===== src/rtl/window3x3_gen_pkg.sv =====
// Pixel-pipe shared constants: default pixel/line geometry and the tap ordering
// of the nine-operand (c1..c9) interface.
package window3x3_gen_pkg;

  localparam int PP_DATA_W = 8;
  localparam int PP_LINE_W = 64;

  // Row-major tap indices: TAP_C1 is the oldest (top-left), TAP_C9 the newest pixel.
  localparam int TAP_C1 = 0;
  localparam int TAP_C2 = 1;
  localparam int TAP_C3 = 2;
  localparam int TAP_C4 = 3;
  localparam int TAP_C5 = 4;
  localparam int TAP_C6 = 5;
  localparam int TAP_C7 = 6;
  localparam int TAP_C8 = 7;
  localparam int TAP_C9 = 8;
  localparam int NUM_TAPS = 9;

endpackage


===== src/rtl/window3x3_gen_line_buffer.sv =====
// Enable-gated delay line of LINE_W entries: dout is the sample written LINE_W
// enabled cycles ago. Storage is deliberately left uninitialised on reset.
module line_buffer #(
  parameter int DATA_W = 8,
  parameter int LINE_W = 64
) (
  input  logic              clk,
  input  logic              rst,
  input  logic              en,
  input  logic [DATA_W-1:0] din,
  output logic [DATA_W-1:0] dout
);

  localparam int PTR_W = (LINE_W > 1) ? $clog2(LINE_W) : 1;

  logic [DATA_W-1:0] mem [LINE_W];
  logic [PTR_W-1:0]  ptr;

  // Read-before-write at the same slot yields the value from one full line ago.
  assign dout = mem[ptr];

  always_ff @(posedge clk or negedge rst) begin
    if (!rst) begin
      ptr <= '0;
    end else if (en) begin
      ptr <= (ptr == PTR_W'(LINE_W - 1)) ? '0 : ptr + 1'b1;
    end
  end

  always_ff @(posedge clk) begin
    if (en) begin
      mem[ptr] <= din;
    end
  end

endmodule


===== src/rtl/window3x3_gen.sv =====
// Sliding 3x3 neighbourhood generator: turns a raster pixel stream into nine
// row-major taps with a one-cycle out_valid pulse per complete in-frame window.
module window3x3_gen
  import window3x3_gen_pkg::*;
#(
  parameter int DATA_W = PP_DATA_W,
  parameter int LINE_W = PP_LINE_W
) (
  input  logic              clk,
  input  logic              rst,
  input  logic              in_valid,
  input  logic              in_sof,
  input  logic [DATA_W-1:0] in_data,
  output logic              out_valid,
  output logic [DATA_W-1:0] c1,
  output logic [DATA_W-1:0] c2,
  output logic [DATA_W-1:0] c3,
  output logic [DATA_W-1:0] c4,
  output logic [DATA_W-1:0] c5,
  output logic [DATA_W-1:0] c6,
  output logic [DATA_W-1:0] c7,
  output logic [DATA_W-1:0] c8,
  output logic [DATA_W-1:0] c9
);

  localparam int COL_W = (LINE_W > 1) ? $clog2(LINE_W) : 1;

  logic [COL_W-1:0]  col, col_cur, col_nxt;
  logic [1:0]        row, row_cur, row_nxt;
  logic [DATA_W-1:0] lb0_out, lb1_out;
  logic [DATA_W-1:0] win [NUM_TAPS];

  line_buffer #(.DATA_W(DATA_W), .LINE_W(LINE_W)) u_lb0 (
    .clk (clk),
    .rst (rst),
    .en  (in_valid),
    .din (in_data),
    .dout(lb0_out)
  );

  line_buffer #(.DATA_W(DATA_W), .LINE_W(LINE_W)) u_lb1 (
    .clk (clk),
    .rst (rst),
    .en  (in_valid),
    .din (lb0_out),
    .dout(lb1_out)
  );

  // Position of the pixel being accepted; sof overrides the running counters,
  // which also makes a restart on the last column win over the wrap.
  always_comb begin
    col_cur = in_sof ? '0 : col;
    row_cur = in_sof ? 2'd0 : row;
    col_nxt = col_cur + 1'b1;
    row_nxt = row_cur;
    if (col_cur == COL_W'(LINE_W - 1)) begin
      col_nxt = '0;
      row_nxt = (row_cur == 2'd2) ? 2'd2 : row_cur + 2'd1;
    end
  end

  always_ff @(posedge clk or negedge rst) begin
    if (!rst) begin
      col       <= '0;
      row       <= 2'd0;
      out_valid <= 1'b0;
      for (int i = 0; i < NUM_TAPS; i++) begin
        win[i] <= '0;
      end
    end else begin
      out_valid <= 1'b0;
      if (in_valid) begin
        col       <= col_nxt;
        row       <= row_nxt;
        out_valid <= (row_cur == 2'd2) && (col_cur >= COL_W'(2));
        win[TAP_C1] <= win[TAP_C2];
        win[TAP_C2] <= win[TAP_C3];
        win[TAP_C3] <= lb1_out;
        win[TAP_C4] <= win[TAP_C5];
        win[TAP_C5] <= win[TAP_C6];
        win[TAP_C6] <= lb0_out;
        win[TAP_C7] <= win[TAP_C8];
        win[TAP_C8] <= win[TAP_C9];
        win[TAP_C9] <= in_data;
      end
    end
  end

  assign c1 = win[TAP_C1];
  assign c2 = win[TAP_C2];
  assign c3 = win[TAP_C3];
  assign c4 = win[TAP_C4];
  assign c5 = win[TAP_C5];
  assign c6 = win[TAP_C6];
  assign c7 = win[TAP_C7];
  assign c8 = win[TAP_C8];
  assign c9 = win[TAP_C9];

endmodule


===== config.mk =====
export PLATFORM = sky130hd
export DESIGN_NAME = window3x3_gen
export DESIGN_NICKNAME = d
export VERILOG_FILES = /design/src/rtl/window3x3_gen_pkg.sv /design/src/rtl/window3x3_gen_line_buffer.sv /design/src/rtl/window3x3_gen.sv
export SDC_FILE = /design/constraint.sdc
export NUM_CORES = 1
export LEC_CHECK = 0
export CORE_MARGIN = 2
export CORE_UTILIZATION = 43
export CTS_BUF_LIST = sky130_fd_sc_hd__clkbuf_4
export DETAILED_ROUTE_END_ITERATION = 16
export GPL_TIMING_DRIVEN = 1
export HOLD_SLACK_MARGIN = 0.15
export PLACE_DENSITY_LB_ADDON = 0.08
export SYNTH_ARGS = -nofsm -noshare
export SYNTH_HDL_FRONTEND = slang
export SYNTH_SLANG_ARGS = --single-unit
export TNS_END_PERCENT = 10

===== constraint.sdc =====
create_clock -name clk -period 4.8 [get_ports clk]
set_input_delay 0.48 -clock clk [delete_from_list [all_inputs] [get_ports clk]]
set_output_delay 0.48 -clock clk [all_outputs]
set_load 0.05 [all_outputs]

==> results of run 1 <==
metal layers:
layer / track usage / vias up / wire length (µm)
met5: 0 / - / 13
met4: 0.112 / 2 / 4730
met3: 0.0492 / 260 / 8020
met2: 0.408 / 1234 / 65500
met1: 0.314 / 14000 / 53100
li1: - / 11700 / -
worst reg2reg max path, cell delays in order (launching register included):
cell and delay [ns]:
dfrtp_4 0.60, buf_4 0.66, mux2_2 0.45, a221oi_1 0.28, a31oi_1 0.08, o21ai_0 1.02
nand4_1 0.37, buf_12 0.30, mux2_2 0.41
through the flow:
stage | hold slack (ns) | utilization | area, µm² | cells
after global routing | 0.249 | 0.502 | 51100 | 4626
final | 0.330 | 0.502 | 51100 | 4627
after CTS | 0.162 | 0.502 | 51100 | 4620
after global placement | 0.458 | 0.464 | 47200 | 4088
after floorplan | 0.184 | - | 44200 | 2646
after detailed placement | 0.484 | 0.464 | 47200 | 4088
layout make-up:
class                           count  area share
Clock inverter                     70     0.00749
Clock buffer                      450      0.0661
Multi-Input combinational cell   1329       0.198
Sequential cell                  1117       0.648
Antenna cell                        7    0.000343
Inverter                           13    0.000955
Tap cell                         1368      0.0335
Timing Repair Buffer              273      0.0460
sequential cells by signal, indices dropped and copies added (netlist names), 8 cells and up:
name       cells
c1             8
c2             8
c3             8
c4             8
c5             8
c6             8
c7             8
c8             8
c9             8
u_lb0.mem    512
u_lb1.mem    512
path summary, 6_finish.rpt:
path                       cells past startpoint  slack, ns  endpoint    startpoint
min in group asynchronous                      4       0.52     c9[4]           rst
setup reg to reg                               8       0.52     c6[2]  u_lb0.ptr[1]
max in group asynchronous                      4       3.73     c2[7]           rst
hold reg to reg                                1       0.50    col[0]        col[0]
hold / removal                                 3       0.33    col[2]        in_sof
setup / recovery                               8       0.52     c6[2]  u_lb0.ptr[1]
synthesized netlist by cell type (10+ instances only):
library cell | count | area, µm²
a211oi_1 | 14 | 105
a21oi_1 | 43 | 215
a221oi_1 | 91 | 797
a22o_1 | 42 | 368
a22oi_1 | 130 | 976
a31oi_1 | 26 | 163
a32o_1 | 10 | 100
and3b_1 | 10 | 87.6
buf_1 | 10 | 37.5
buf_2 | 69 | 345
buf_4 | 21 | 158
buf_6 | 13 | 146
clkbuf_1 | 73 | 274
dfrtp_1 | 93 | 2330
edfxtp_1 | 1024 | 30700
inv_1 | 10 | 37.5
mux2_2 | 110 | 1240
mux2i_1 | 104 | 1040
mux4_2 | 45 | 1010
nand2_1 | 113 | 424
nand2b_1 | 25 | 156
nand3_1 | 32 | 160
nand4_1 | 11 | 68.8
nor2_1 | 191 | 717
nor2b_1 | 18 | 113
nor3_1 | 25 | 125
o211ai_1 | 17 | 128
o21ai_0 | 53 | 265
o221ai_1 | 18 | 158
o22a_1 | 11 | 96.3
o22ai_1 | 59 | 369
power by group through the flow:
stage | clock network, µW | registers (µW) | logic (µW)
floorplan | 0 | 14700 | 5960
global route | 9050 | 14000 | 11900
detailed placement | 0 | 14200 | 11300
global placement | 0 | 14200 | 11200
CTS | 8530 | 14000 | 11300
finish | 8310 | 14000 | 11300
cells by family after synthesis:
kind of cell | after synthesis | share of synthesized area
simple gates | 479 | 0.0511
xor+xnor | 7 | 0.00139
fa+ha+maj | 6 | 0.00170
buf+inv | 200 | 0.0230
mux | 259 | 0.0746
compound gates | 578 | 0.0992
flops | 1117 | 0.749
timing repair:
action / CTS / global route
endpoints found under the setup margin: 0 / 0
hold endpoints to repair: 582 / 0
hold buffers: 12 / 0
==> impl_metrics.py, run 1 <==
metrics = {
    "run_status": {
        "status": "completed",
    },
    "clock_tree": {
        "cts_buffer_depth": 4,
        "clock_sink_count": 1117,
        "clkSlewWorstSetupHoldPaths_ns": 0.08,
        "cts_buffers": 308,
        "clk_latency_ns": 1.16,
        "clockRootBuffer": "clkbuf_4",
        "cts_setup_buffers": 0,
        "cts_resized": 0,
        "cts_max_level": 5,
        "tritoncts": "built",
    },
    "power": {
        "clkPwrFrac": 0.247,
        "p_seq_frac": 0.416,
        "powerDensity_nw_per_um2": 658,
        "p_leak_uw": 0.0171,
        "switchingPower_uw": 12600,
        "power.ir.vdd_worst_uv": 521,
        "p_int_uw": 21100,
        "total_power_uw": 33600,
        "combinationalPowerShare": 0.337,
        "sw_frac_of_total": 0.374,
    },
    "timing": {
        "fin_crit_sh": 0.892,
        "setup_viol": 0,
        "finClkSkew_ns": 0.0947,
        "fin_tns_setup_ns": 0,
        "hold_viol_final": 0,
        "fmax_mhz": 234,
        "timing.final.ws_setup_ns": 0.520,
        "slew_headroom": 0.135,
        "rsz0062_at_grt": "false",
        "slew_violations": 0,
        "worstMarginPinSlew_ns": 1.28,
        "fin_crit_ns": 4.28,
    },
    "drt": {
        "dr.pass1.iters": 6,
        "vias_per_cell": 5.87,
        "wl_um": 131000,
        "vias": 27200,
        "drc": 0,
        "ant_nets": 0,
        "drtIter0Drc": 2986,
        "wl_per_cell_um": 28.4,
    },
    "setup_path": {
        "required_ns": 5.80,
        "cp_slowest_cell": "o21ai_0",
        "critPathMaxStageDelay_ns": 1.02,
        "crit_path_end_kind": "register",
        "arrival_ns": 5.28,
        "crit_top_cell": "mux2_2",
        "path_cells": "buf_4 -> mux2_2 -> a221oi_1 -> a31oi_1 -> o21ai_0 -> nand4_1 -> buf_12 -> mux2_2",
        "start_kind": "register",
        "cp_num_buf_inv": 2,
        "cpLargestDelayFamily": "compound AO/OA/AOI/OAI gates",
        "crit_type": "reg -> reg",
        "crit_fanout": 65,
    },
    "grt": {
        "grt_usage": 0.246,
        "grt.overflow.total": 0,
        "grt_pass1_vias": 27600,
        "antenna_found_initial": 3,
        "grt_pass1_wl_um": 190000,
        "grt_max_degree": 67,
    },
    "placement": {
        "dp_hpwl_um": 81900,
        "gp_congestion": 0.920,
        "place_ws_ns": 0.662,
        "io_buffers": 84,
    },
    "synthesis": {
        "synth_cells": 2646,
        "netlist_area_um2": 44200,
        "ys_seq_elements": 1117,
        "async_flop_share": 0.0833,
        "yosysWarnings": 0,
        "ys.flop_type": "edfxtp_1",
        "synth_edf_count": 1024,
        "netlist-cell-type-count": 77,
        "synth_area_per_cell_um2": 16.7,
        "syn-num-nets": 2664,
        "ys_seq_area_frac": 0.749,
    },
    "layout": {
        "areaGrowthSynthToFinish_pct": 15.7,
        "layout_commonest_cell": "edfxtp_1",
        "multiInputGateArea_um2": 10100,
        "layout_common_cells": "edfxtp_1, clkbuf_4, nor2_1, buf_4, a22oi_1",
        "fin_nets": 3060,
        "drive_gt1_frac": 0.262,
        "seq_area_um2": 33100,
        "fill_cells": 8814,
    },
    "flow_run": {
        "cap_violations": 0,
    },
    "hold_path": {
        "min_path_type": "in -> reg",
    },
    "die": {
        "rows": 117,
        "die_h_um": 324,
        "initial_utilization": 0.434,
        "die_x_um": 324,
        "die_area_um2": 105000,
        "core-area_um2": 102000,
        "io_pins": 85,
    },
}
Note: power is estimated with default switching activity, not from simulation.
==> inputs of run 2 (changes only) <==
--- a/config.mk
+++ b/config.mk
@@ -8,10 +8,12 @@
 export CORE_MARGIN = 2
 export CORE_UTILIZATION = 43
 export CTS_BUF_LIST = sky130_fd_sc_hd__clkbuf_4
+export CTS_CLUSTER_SIZE = 25
 export DETAILED_ROUTE_END_ITERATION = 16
 export GPL_TIMING_DRIVEN = 1
 export HOLD_SLACK_MARGIN = 0.15
 export PLACE_DENSITY_LB_ADDON = 0.08
+export SLEW_MARGIN = 5
 export SYNTH_ARGS = -nofsm -noshare
 export SYNTH_HDL_FRONTEND = slang
 export SYNTH_SLANG_ARGS = --single-unit
==> results of run 2 <==
No change in the layout: final DEF, timing and power equal those of run 1.
